**src/rtl/hyperbus_ca_latency_ctrl_if.sv**
```systemverilog
// Bus bundle for the HyperBus command-address / latency controller.
// The slave modport is the controller; the master modport is the host/PHY side.
interface hyperbus_ca_latency_ctrl_if #(
  parameter int LAT_W = 4
);
  logic             ca_valid_i;
  logic             ca_ready_o;
  logic [47:0]      cmd_addr_i;
  logic [LAT_W-1:0] cfg_latency_i;
  logic             rwds_i;
  logic [15:0]      tx_data_o;
  logic             tx_valid_o;
  logic             tx_ready_i;
  logic             cs_o;
  logic             data_phase_o;
  logic             data_done_i;

  modport slave (
    input  ca_valid_i,
    input  cmd_addr_i,
    input  cfg_latency_i,
    input  rwds_i,
    input  tx_ready_i,
    input  data_done_i,
    output ca_ready_o,
    output tx_data_o,
    output tx_valid_o,
    output cs_o,
    output data_phase_o
  );

  modport master (
    output ca_valid_i,
    output cmd_addr_i,
    output cfg_latency_i,
    output rwds_i,
    output tx_ready_i,
    output data_done_i,
    input  ca_ready_o,
    input  tx_data_o,
    input  tx_valid_o,
    input  cs_o,
    input  data_phase_o
  );
endinterface

```
**src/rtl/hyperbus_ca_latency_ctrl.sv**
```systemverilog
// HyperBus command-address sequencer with initial-latency timer and CS# high time.
// Optional RWDS-driven latency doubling is compiled in with HYPERBUS_ADDITIONAL_LAT_EN.
//
// state | meaning
// IDLE  | waiting for a command-address word, ca_ready_o=1
// CA    | sending the three 16-bit CA beats to the PHY
// LAT   | counting down the initial latency
// DATA  | data phase open until data_done_i
// END   | chip select deasserted for CSHI_CYCLES before the next command
module hyperbus_ca_latency_ctrl #(
  parameter int LAT_W       = 4,
  parameter int CSHI_CYCLES = 2
) (
  input logic                      clk_i,
  input logic                      rst_i,
  hyperbus_ca_latency_ctrl_if.slave bus
);

  typedef enum logic [2:0] {
    S_IDLE,
    S_CA,
    S_LAT,
    S_DATA,
    S_END
  } state_t;

  state_t           state_q;
  state_t           state_d;
  logic [47:0]      ca_q;
  logic [1:0]       beat_q;
  logic [LAT_W:0]   lat_cnt_q;
  logic [3:0]       end_cnt_q;

  logic             ca_hs;
  logic             beat_hs;
  logic             last_beat;
  logic             is_reg_wr;
  logic [LAT_W-1:0] lat_clamped;
  logic [LAT_W:0]   lat_n;
  logic [15:0]      beat_word;

  assign ca_hs     = bus.ca_valid_i && (state_q == S_IDLE) && !rst_i;
  assign beat_hs   = (state_q == S_CA) && bus.tx_ready_i;
  assign last_beat = beat_hs && (beat_q == 2'd2);
  assign is_reg_wr = ca_q[46] && !ca_q[47];

  // Latencies below 2 are not legal for the device, so treat them as 2.
  assign lat_clamped = (bus.cfg_latency_i < LAT_W'(2)) ? LAT_W'(2) : bus.cfg_latency_i;

`ifdef HYPERBUS_ADDITIONAL_LAT_EN
  logic add_lat_q;

  always_ff @(posedge clk_i) begin
    if (rst_i) begin
      add_lat_q <= 1'b0;
    end else if (beat_hs && (beat_q == 2'd0)) begin
      add_lat_q <= bus.rwds_i;
    end
  end

  assign lat_n = add_lat_q ? {lat_clamped, 1'b0} : {1'b0, lat_clamped};
`else
  logic unused_rwds;

  assign unused_rwds = bus.rwds_i;
  assign lat_n       = {1'b0, lat_clamped};
`endif

  always_comb begin
    beat_word = ca_q[15:0];
    case (beat_q)
      2'd0:    beat_word = ca_q[47:32];
      2'd1:    beat_word = ca_q[31:16];
      default: beat_word = ca_q[15:0];
    endcase
  end

  always_ff @(posedge clk_i) begin
    if (rst_i) begin
      state_q <= S_IDLE;
    end else begin
      state_q <= state_d;
    end
  end

  always_comb begin
    state_d = state_q;
    case (state_q)
      S_IDLE: begin
        if (ca_hs) state_d = S_CA;
      end
      S_CA: begin
        if (last_beat) state_d = is_reg_wr ? S_DATA : S_LAT;
      end
      S_LAT: begin
        if (lat_cnt_q <= (LAT_W+1)'(1)) state_d = S_DATA;
      end
      S_DATA: begin
        if (bus.data_done_i) state_d = S_END;
      end
      S_END: begin
        if (end_cnt_q == 4'd0) state_d = S_IDLE;
      end
      default: state_d = S_IDLE;
    endcase
  end

  // Outputs are decoded from state and forced to their idle values while reset is held.
  always_comb begin
    bus.ca_ready_o   = 1'b0;
    bus.tx_valid_o   = 1'b0;
    bus.tx_data_o    = 16'h0000;
    bus.cs_o         = 1'b0;
    bus.data_phase_o = 1'b0;
    if (!rst_i) begin
      bus.ca_ready_o   = (state_q == S_IDLE);
      bus.tx_valid_o   = (state_q == S_CA);
      bus.tx_data_o    = (state_q == S_CA) ? beat_word : 16'h0000;
      bus.cs_o         = (state_q == S_CA) || (state_q == S_LAT) || (state_q == S_DATA);
      bus.data_phase_o = (state_q == S_DATA);
    end
  end

  always_ff @(posedge clk_i) begin
    if (rst_i) begin
      ca_q      <= '0;
      beat_q    <= 2'd0;
      lat_cnt_q <= '0;
      end_cnt_q <= 4'd0;
    end else begin
      if (ca_hs) begin
        ca_q   <= bus.cmd_addr_i;
        beat_q <= 2'd0;
      end else if (beat_hs) begin
        beat_q <= last_beat ? 2'd0 : beat_q + 2'd1;
      end

      if (last_beat && !is_reg_wr) begin
        lat_cnt_q <= lat_n;
      end else if (state_q == S_LAT) begin
        lat_cnt_q <= lat_cnt_q - (LAT_W+1)'(1);
      end

      if ((state_q == S_DATA) && bus.data_done_i) begin
        end_cnt_q <= 4'(CSHI_CYCLES - 1);
      end else if ((state_q == S_END) && (end_cnt_q != 4'd0)) begin
        end_cnt_q <= end_cnt_q - 4'd1;
      end
    end
  end

endmodule

```
**src/flat_wrapper.sv**
```systemverilog
// flat-port wrapper written by rule: the top's interface ports become plain ports
module hyperbus_ca_latency_ctrl_flat 
#(
  parameter int LAT_W       = 4,
  parameter int CSHI_CYCLES = 2
)
  (clk_i, rst_i, bus_ca_valid_i, bus_cmd_addr_i, bus_cfg_latency_i, bus_rwds_i, bus_tx_ready_i, bus_data_done_i, bus_ca_ready_o, bus_tx_data_o, bus_tx_valid_o, bus_cs_o, bus_data_phase_o);
  hyperbus_ca_latency_ctrl_if #(.LAT_W(LAT_W)) bus_i ();
  input logic clk_i;
  input logic rst_i;
  input wire logic [$bits(bus_i.ca_valid_i)-1:0] bus_ca_valid_i;
  input wire logic [$bits(bus_i.cmd_addr_i)-1:0] bus_cmd_addr_i;
  input wire logic [$bits(bus_i.cfg_latency_i)-1:0] bus_cfg_latency_i;
  input wire logic [$bits(bus_i.rwds_i)-1:0] bus_rwds_i;
  input wire logic [$bits(bus_i.tx_ready_i)-1:0] bus_tx_ready_i;
  input wire logic [$bits(bus_i.data_done_i)-1:0] bus_data_done_i;
  output wire logic [$bits(bus_i.ca_ready_o)-1:0] bus_ca_ready_o;
  output wire logic [$bits(bus_i.tx_data_o)-1:0] bus_tx_data_o;
  output wire logic [$bits(bus_i.tx_valid_o)-1:0] bus_tx_valid_o;
  output wire logic [$bits(bus_i.cs_o)-1:0] bus_cs_o;
  output wire logic [$bits(bus_i.data_phase_o)-1:0] bus_data_phase_o;
  assign bus_i.ca_valid_i = bus_ca_valid_i;
  assign bus_i.cmd_addr_i = bus_cmd_addr_i;
  assign bus_i.cfg_latency_i = bus_cfg_latency_i;
  assign bus_i.rwds_i = bus_rwds_i;
  assign bus_i.tx_ready_i = bus_tx_ready_i;
  assign bus_i.data_done_i = bus_data_done_i;
  assign bus_ca_ready_o = bus_i.ca_ready_o;
  assign bus_tx_data_o = bus_i.tx_data_o;
  assign bus_tx_valid_o = bus_i.tx_valid_o;
  assign bus_cs_o = bus_i.cs_o;
  assign bus_data_phase_o = bus_i.data_phase_o;
  hyperbus_ca_latency_ctrl #(.LAT_W(LAT_W), .CSHI_CYCLES(CSHI_CYCLES)) u_core (.clk_i(clk_i), .rst_i(rst_i), .bus(bus_i));
endmodule
```
**config.mk**
```make
export PLATFORM = sky130hd
export DESIGN_NAME = hyperbus_ca_latency_ctrl_flat
export DESIGN_NICKNAME = d
export VERILOG_FILES = /design/src/rtl/hyperbus_ca_latency_ctrl_if.sv /design/src/rtl/hyperbus_ca_latency_ctrl.sv /design/src/flat_wrapper.sv
export SDC_FILE = /design/constraint.sdc
export NUM_CORES = 1
export LEC_CHECK = 0
export ABC_CLOCK_PERIOD_IN_PS = 3600
export CAP_MARGIN = 20
export CORE_UTILIZATION = 30
export DETAILED_ROUTE_END_ITERATION = 10
export MAX_ROUTING_LAYER = met4
export PLACE_DENSITY = 0.56
export SLEW_MARGIN = 0
export SYNTH_ARGS = -nofsm -noshare
export SYNTH_HDL_FRONTEND = slang
export SYNTH_SLANG_ARGS = --single-unit
```
**constraint.sdc**
```tcl
create_clock -name clk_i -period 3.6 [get_ports clk_i]
set_clock_uncertainty 0.1 [all_clocks]
set_input_delay 1.08 -clock clk_i [delete_from_list [all_inputs] [get_ports clk_i]]
set_output_delay 1.08 -clock clk_i [all_outputs]
set_load 0.05 [all_outputs]
```
Word-level counts from Yosys, hierarchy flattened
Index checks and enable logic that the tools add are counted.
{ "classes": {"add_sub_neg": 3, "magnitude_cmp": 2, "reduce_logical": 23, "eq_ne": 11, "n_mux": 20} }
{ "op_table": {"columns": ["operator", "count"], "rows": [
  ["16-bit two-way mux", 2],
  ["16-bit one-hot mux with 2 select lines", 1],
  ["3-bit two-way mux", 5],
  ["3-bit one-hot mux with 5 select lines", 1],
  ["4-bit two-way mux", 3],
  ["1-bit logical AND", 8],
  ["2-bit by 1-bit inequality test with 1-bit output, second input constant", 4],
  ["1-bit two-way mux", 7],
  ["3-bit by 2-bit equality test with 1-bit output, second input constant", 2],
  ["2-bit OR reduction", 3],
  ["5-bit by 1-bit less-or-equal comparator with 1-bit output, second input constant", 1],
  ["5-bit AND reduction", 1],
  ["5-bit by 1-bit subtractor with 5-bit output, second input constant", 1],
  ["4-bit zero test", 1],
  ["4-bit by 2-bit < comparator with 1-bit output, second input constant", 1],
  ["2-bit nonzero test", 2],
  ["4-bit nonzero test", 1],
  ["4-bit by 1-bit subtractor with 4-bit output, second input constant", 1],
  ["3-bit by 1-bit equality test with 1-bit output, second input constant", 1],
  ["3-bit equality test, second input constant", 1],
  ["1-bit zero test", 3],
  ["3-bit zero test", 1],
  ["2-bit by 1-bit adder with 2-bit output, second input constant", 1],
  ["2-bit by 1-bit equality test with 1-bit output, second input constant", 1],
  ["5 further kinds", 6]
]} }
{ "totals": {"output_inout_bits": 20, "reg_bits": 62, "inputBits": 58, "wordCells": 66} }

Logic depth before layout (Yosys ltp)
{ "depth": {"word_depth": 5, "depth_mapped": 7, "depth_no_buf": 6} }

Least setup slack after synthesis
OpenSTA, ideal clock, no wires.
{ "synth_timing": {"path_type": "input port to output port", "start": "input rst_i", "end": "output bus_ca_ready_o", "path_buffers": 2, "required_time_ns": 2.420, "setup_slack_ns": -0.460, "path_stages": 3, "arrival_time_ns": 2.880, "cell_sequence": "buf_2 -> clkbuf_1 -> nor4_1"} }
{ "synth_between": {"elab_chain_cells": 1} }
{ "synth_lines": {"columns": ["item", "line_no", "rtl"], "rows": [
  ["start: declaration", "flat_wrapper.sv:10", "input logic rst_i;"],
  ["1-bit two-way mux", "hyperbus_ca_latency_ctrl.sv:115", "if (!rst_i) begin"],
  ["end: declaration", "flat_wrapper.sv:17", "output wire logic [$bits(bus_i.ca_ready_o)-1:0] bus_ca_ready_o;"]
]} }
No other way between the ends.

Worst setup path in the final report
{ "layout_timing": {"start": "input rst_i", "end": "output bus_tx_data_o[3]"} }
{ "layout_between": {"elab_chain_cells": 1} }
{ "layout_lines": {"columns": ["item", "line_no", "rtl"], "rows": [
  ["16-bit two-way mux", "hyperbus_ca_latency_ctrl.sv:115", null],
  ["end: declaration", "flat_wrapper.sv:18", "output wire logic [$bits(bus_i.tx_data_o)-1:0] bus_tx_data_o;"]
]} }
No other way between the ends.

==> results_dict.tcl <==
set metrics [dict create \
    fmax_mhz 282 \
    synth_cells 374 \
    grt_overflow 0 \
    die_area_um2 9980 \
    synth_edf_count 0 \
    syn_avg_cell_area_um2 7.69 \
    portBuffers 76 \
    period_needed_ns 3.54 \
    grt_max_degree 64 \
    die_w_um 99.9 \
    setup_tns_ns 0 \
    max_slew.worst_pin.slew_ns 0.660 \
    grt_setup_unrepaired "false" \
    via_count 2712 \
    diodes 0 \
    hold_viol 0 \
    status "finished, final reports clean" \
    grt_first_pass_wirelength_um 12600 \
    tritoncts "yes" \
    ir_drop_v 0.000147 \
    period_share_pct 98.4 \
    first_pass_iters 4 \
    power_w 0.00187 \
    clk_path_buf_depth 2 \
    synth_warnings 0 \
    synth_top_area_cell "dfxtp_1" \
    synth_compound_area_share_pct 20.2 \
    drive_gt1_share_pct 14.8 \
    slew_viol_final 0 \
    synth_top_family_by_area "simple AND/OR/NAND/NOR gates" \
    syn_nets 438 \
    clk_pin_slew_ns 0.07 \
    max_slew_margin_pct 56.0 \
    hold_path_class "flip-flop to flip-flop" \
    ys_types 43 \
    dpl-instance-area_um2 3930 \
    pre_cts_slack_ns 0.0514 \
    gp_congestion 0.736 \
    setup_viol 0 \
    root_buffer "clkbuf_8" \
    dp_hpwl_um 5170 \
    path_class "input port to primary output" \
    cts_num_sinks 62 \
    stdcell_area_um2 4130 \
    yosys.cell_count.top_type "nand2_1" \
    grt_usage_pct 16.5 \
    synthTopCellsByArea "dfxtp_1 43%, nand2_1 16%, a21oi_1 11%, a22oi_1 4.2%, a21oi_2 2.7%" \
    yosysSeqAreaShare_pct 43.2 \
    htreeDepth 3 \
    async_flop_share_pct 0 \
    synth_xor_area_share_pct 2.13 \
    antenna_found_initial 0 \
    endpoint_kind "primary output" \
    yosys.area.top_type_share_pct 43.2 \
    vias_per_cell 4.72 \
    cts_setup_buffers 0 \
    yosys.area_share.adder_pct 2.61 \
    ios 78 \
    nets 505 \
    worstPathRequired_ns 2.42 \
    wl_um 7580 \
    drt_iter0_drc 127 \
    ant_nets 0 \
    start_kind "input port" \
    maxCapViolCount 0 \
    fin_ws_ns 0.0587 \
    grt_pass1_vias 2666 \
    cp_max_fo 14 \
    synthMuxAreaShare_pct 0.740 \
    wl_per_cell_um 13.2 \
    synth-simple-area-share_pct 24.7 \
    clk_latency_ns 0.34 \
    core_area_um2 9280 \
    drc 0 \
    ctsHoldBuffers 0 \
    die_h_um 99.9 \
    p_leak_nw 1.46 \
    synth_area_um2 2880 \
    synth-main-ff-cell "dfxtp_1" \
    cts_made_buffers 9 \
    power.density_nw_per_um2 453 \
    ys_ff_latch 62 \
    synthTopCellsByCount "119 x nand2_1, 62 x a21oi_1, 62 x dfxtp_1" \
    synthToLayoutAreaGrowth_pct 43.5 \
    critPathArrivalTime_ns 2.36 \
    fp-row-count 35 \
    initial_core_util_pct 31.0 \
]
state kept, by name, indices dropped and copies added, names as in the netlist:
register          cells
u_core.state_q        3
u_core.beat_q         2
u_core.ca_q          48
u_core.lat_cnt_q      5
u_core.end_cnt_q      4
cell families after synthesis:
logic type               after synthesis
buffers and inverters                 38
AO/OA/AOI/OAI                         97
AND/OR/NAND/NOR                      162
adder cells (fa/ha/maj)                6
XOR/XNOR                               7
flip-flops                            62
multiplexers                           2
final cells by class:
type                       instances  area [µm²]
tap                              129         161
clock inverter                     6        62.6
timing repair buffer              84        1030
inverter                          10        37.5
fill                             969        5160
sequential                        62        1240
clock buffer                      10         128
multi-input combinational        274        1470
where the power goes:
part           switching, W  internal [W]
Combinational      0.000283      0.000210
Clock              0.000275      0.000318
Sequential        0.0000340      0.000749
Total              0.000592       0.00128
routing by layer:
layer  track usage, %  share of wire [%]  wire, µm
met5                -                  0         0
met4             8.71                2.5       187
met3             3.13                4.7       357
met2             25.5                 46      3510
met1             20.6                 46      3520
what timing repair did:
item,4_1_cts,5_1_grt
endpoints found under the setup margin,0,1
gates resized for setup,0,2
hold endpoints to repair,0,0
placed cells by master, fill, tap and decap left out, types with 3 or more instances in the layout:
master,synthesis,layout
clkdlybuf4s50_1,0,55
a21oi_2,9,11
clkbuf_8,0,9
nor2_1,14,14
nand2_1,119,119
a21oi_1,62,60
dfxtp_1,62,62
buf_4,5,7
ha_1,6,6
xnor2_1,3,3
xor2_1,4,4
nor3_1,7,6
inv_1,8,8
clkinv_2,0,3
nand3_1,3,3
buf_12,0,21
a22oi_1,16,16
nand4_1,3,3
critical path: stages:
cell	delay [ns]
buf_2	0.10
nand2b_4	0.13
or3_1	0.37
buf_4	0.24
a21oi_1	0.25
buf_12	0.17
worst paths after layout:
path,cells past startpoint,end,start,slack (ns)
setup / recovery,6,bus_tx_data_o[3],rst_i,0.06
hold / removal,2,u_core.ca_q[30],u_core.ca_q[30],0.35
setup reg to reg,5,u_core.ca_q[32],u_core.state_q[2],1.64
hold reg to reg,2,u_core.ca_q[30],u_core.ca_q[30],0.35
stage by stage:
step,instances,hold WS [ns],utilization [%]
after floorplan,374,0.336,-
after global placement,559,0.342,42.3
after detailed placement,559,0.348,42.3
after CTS,575,0.358,44.4
after global routing,575,0.377,44.4
final,575,0.354,44.4
Note: power is estimated with default switching activity, not from simulation.
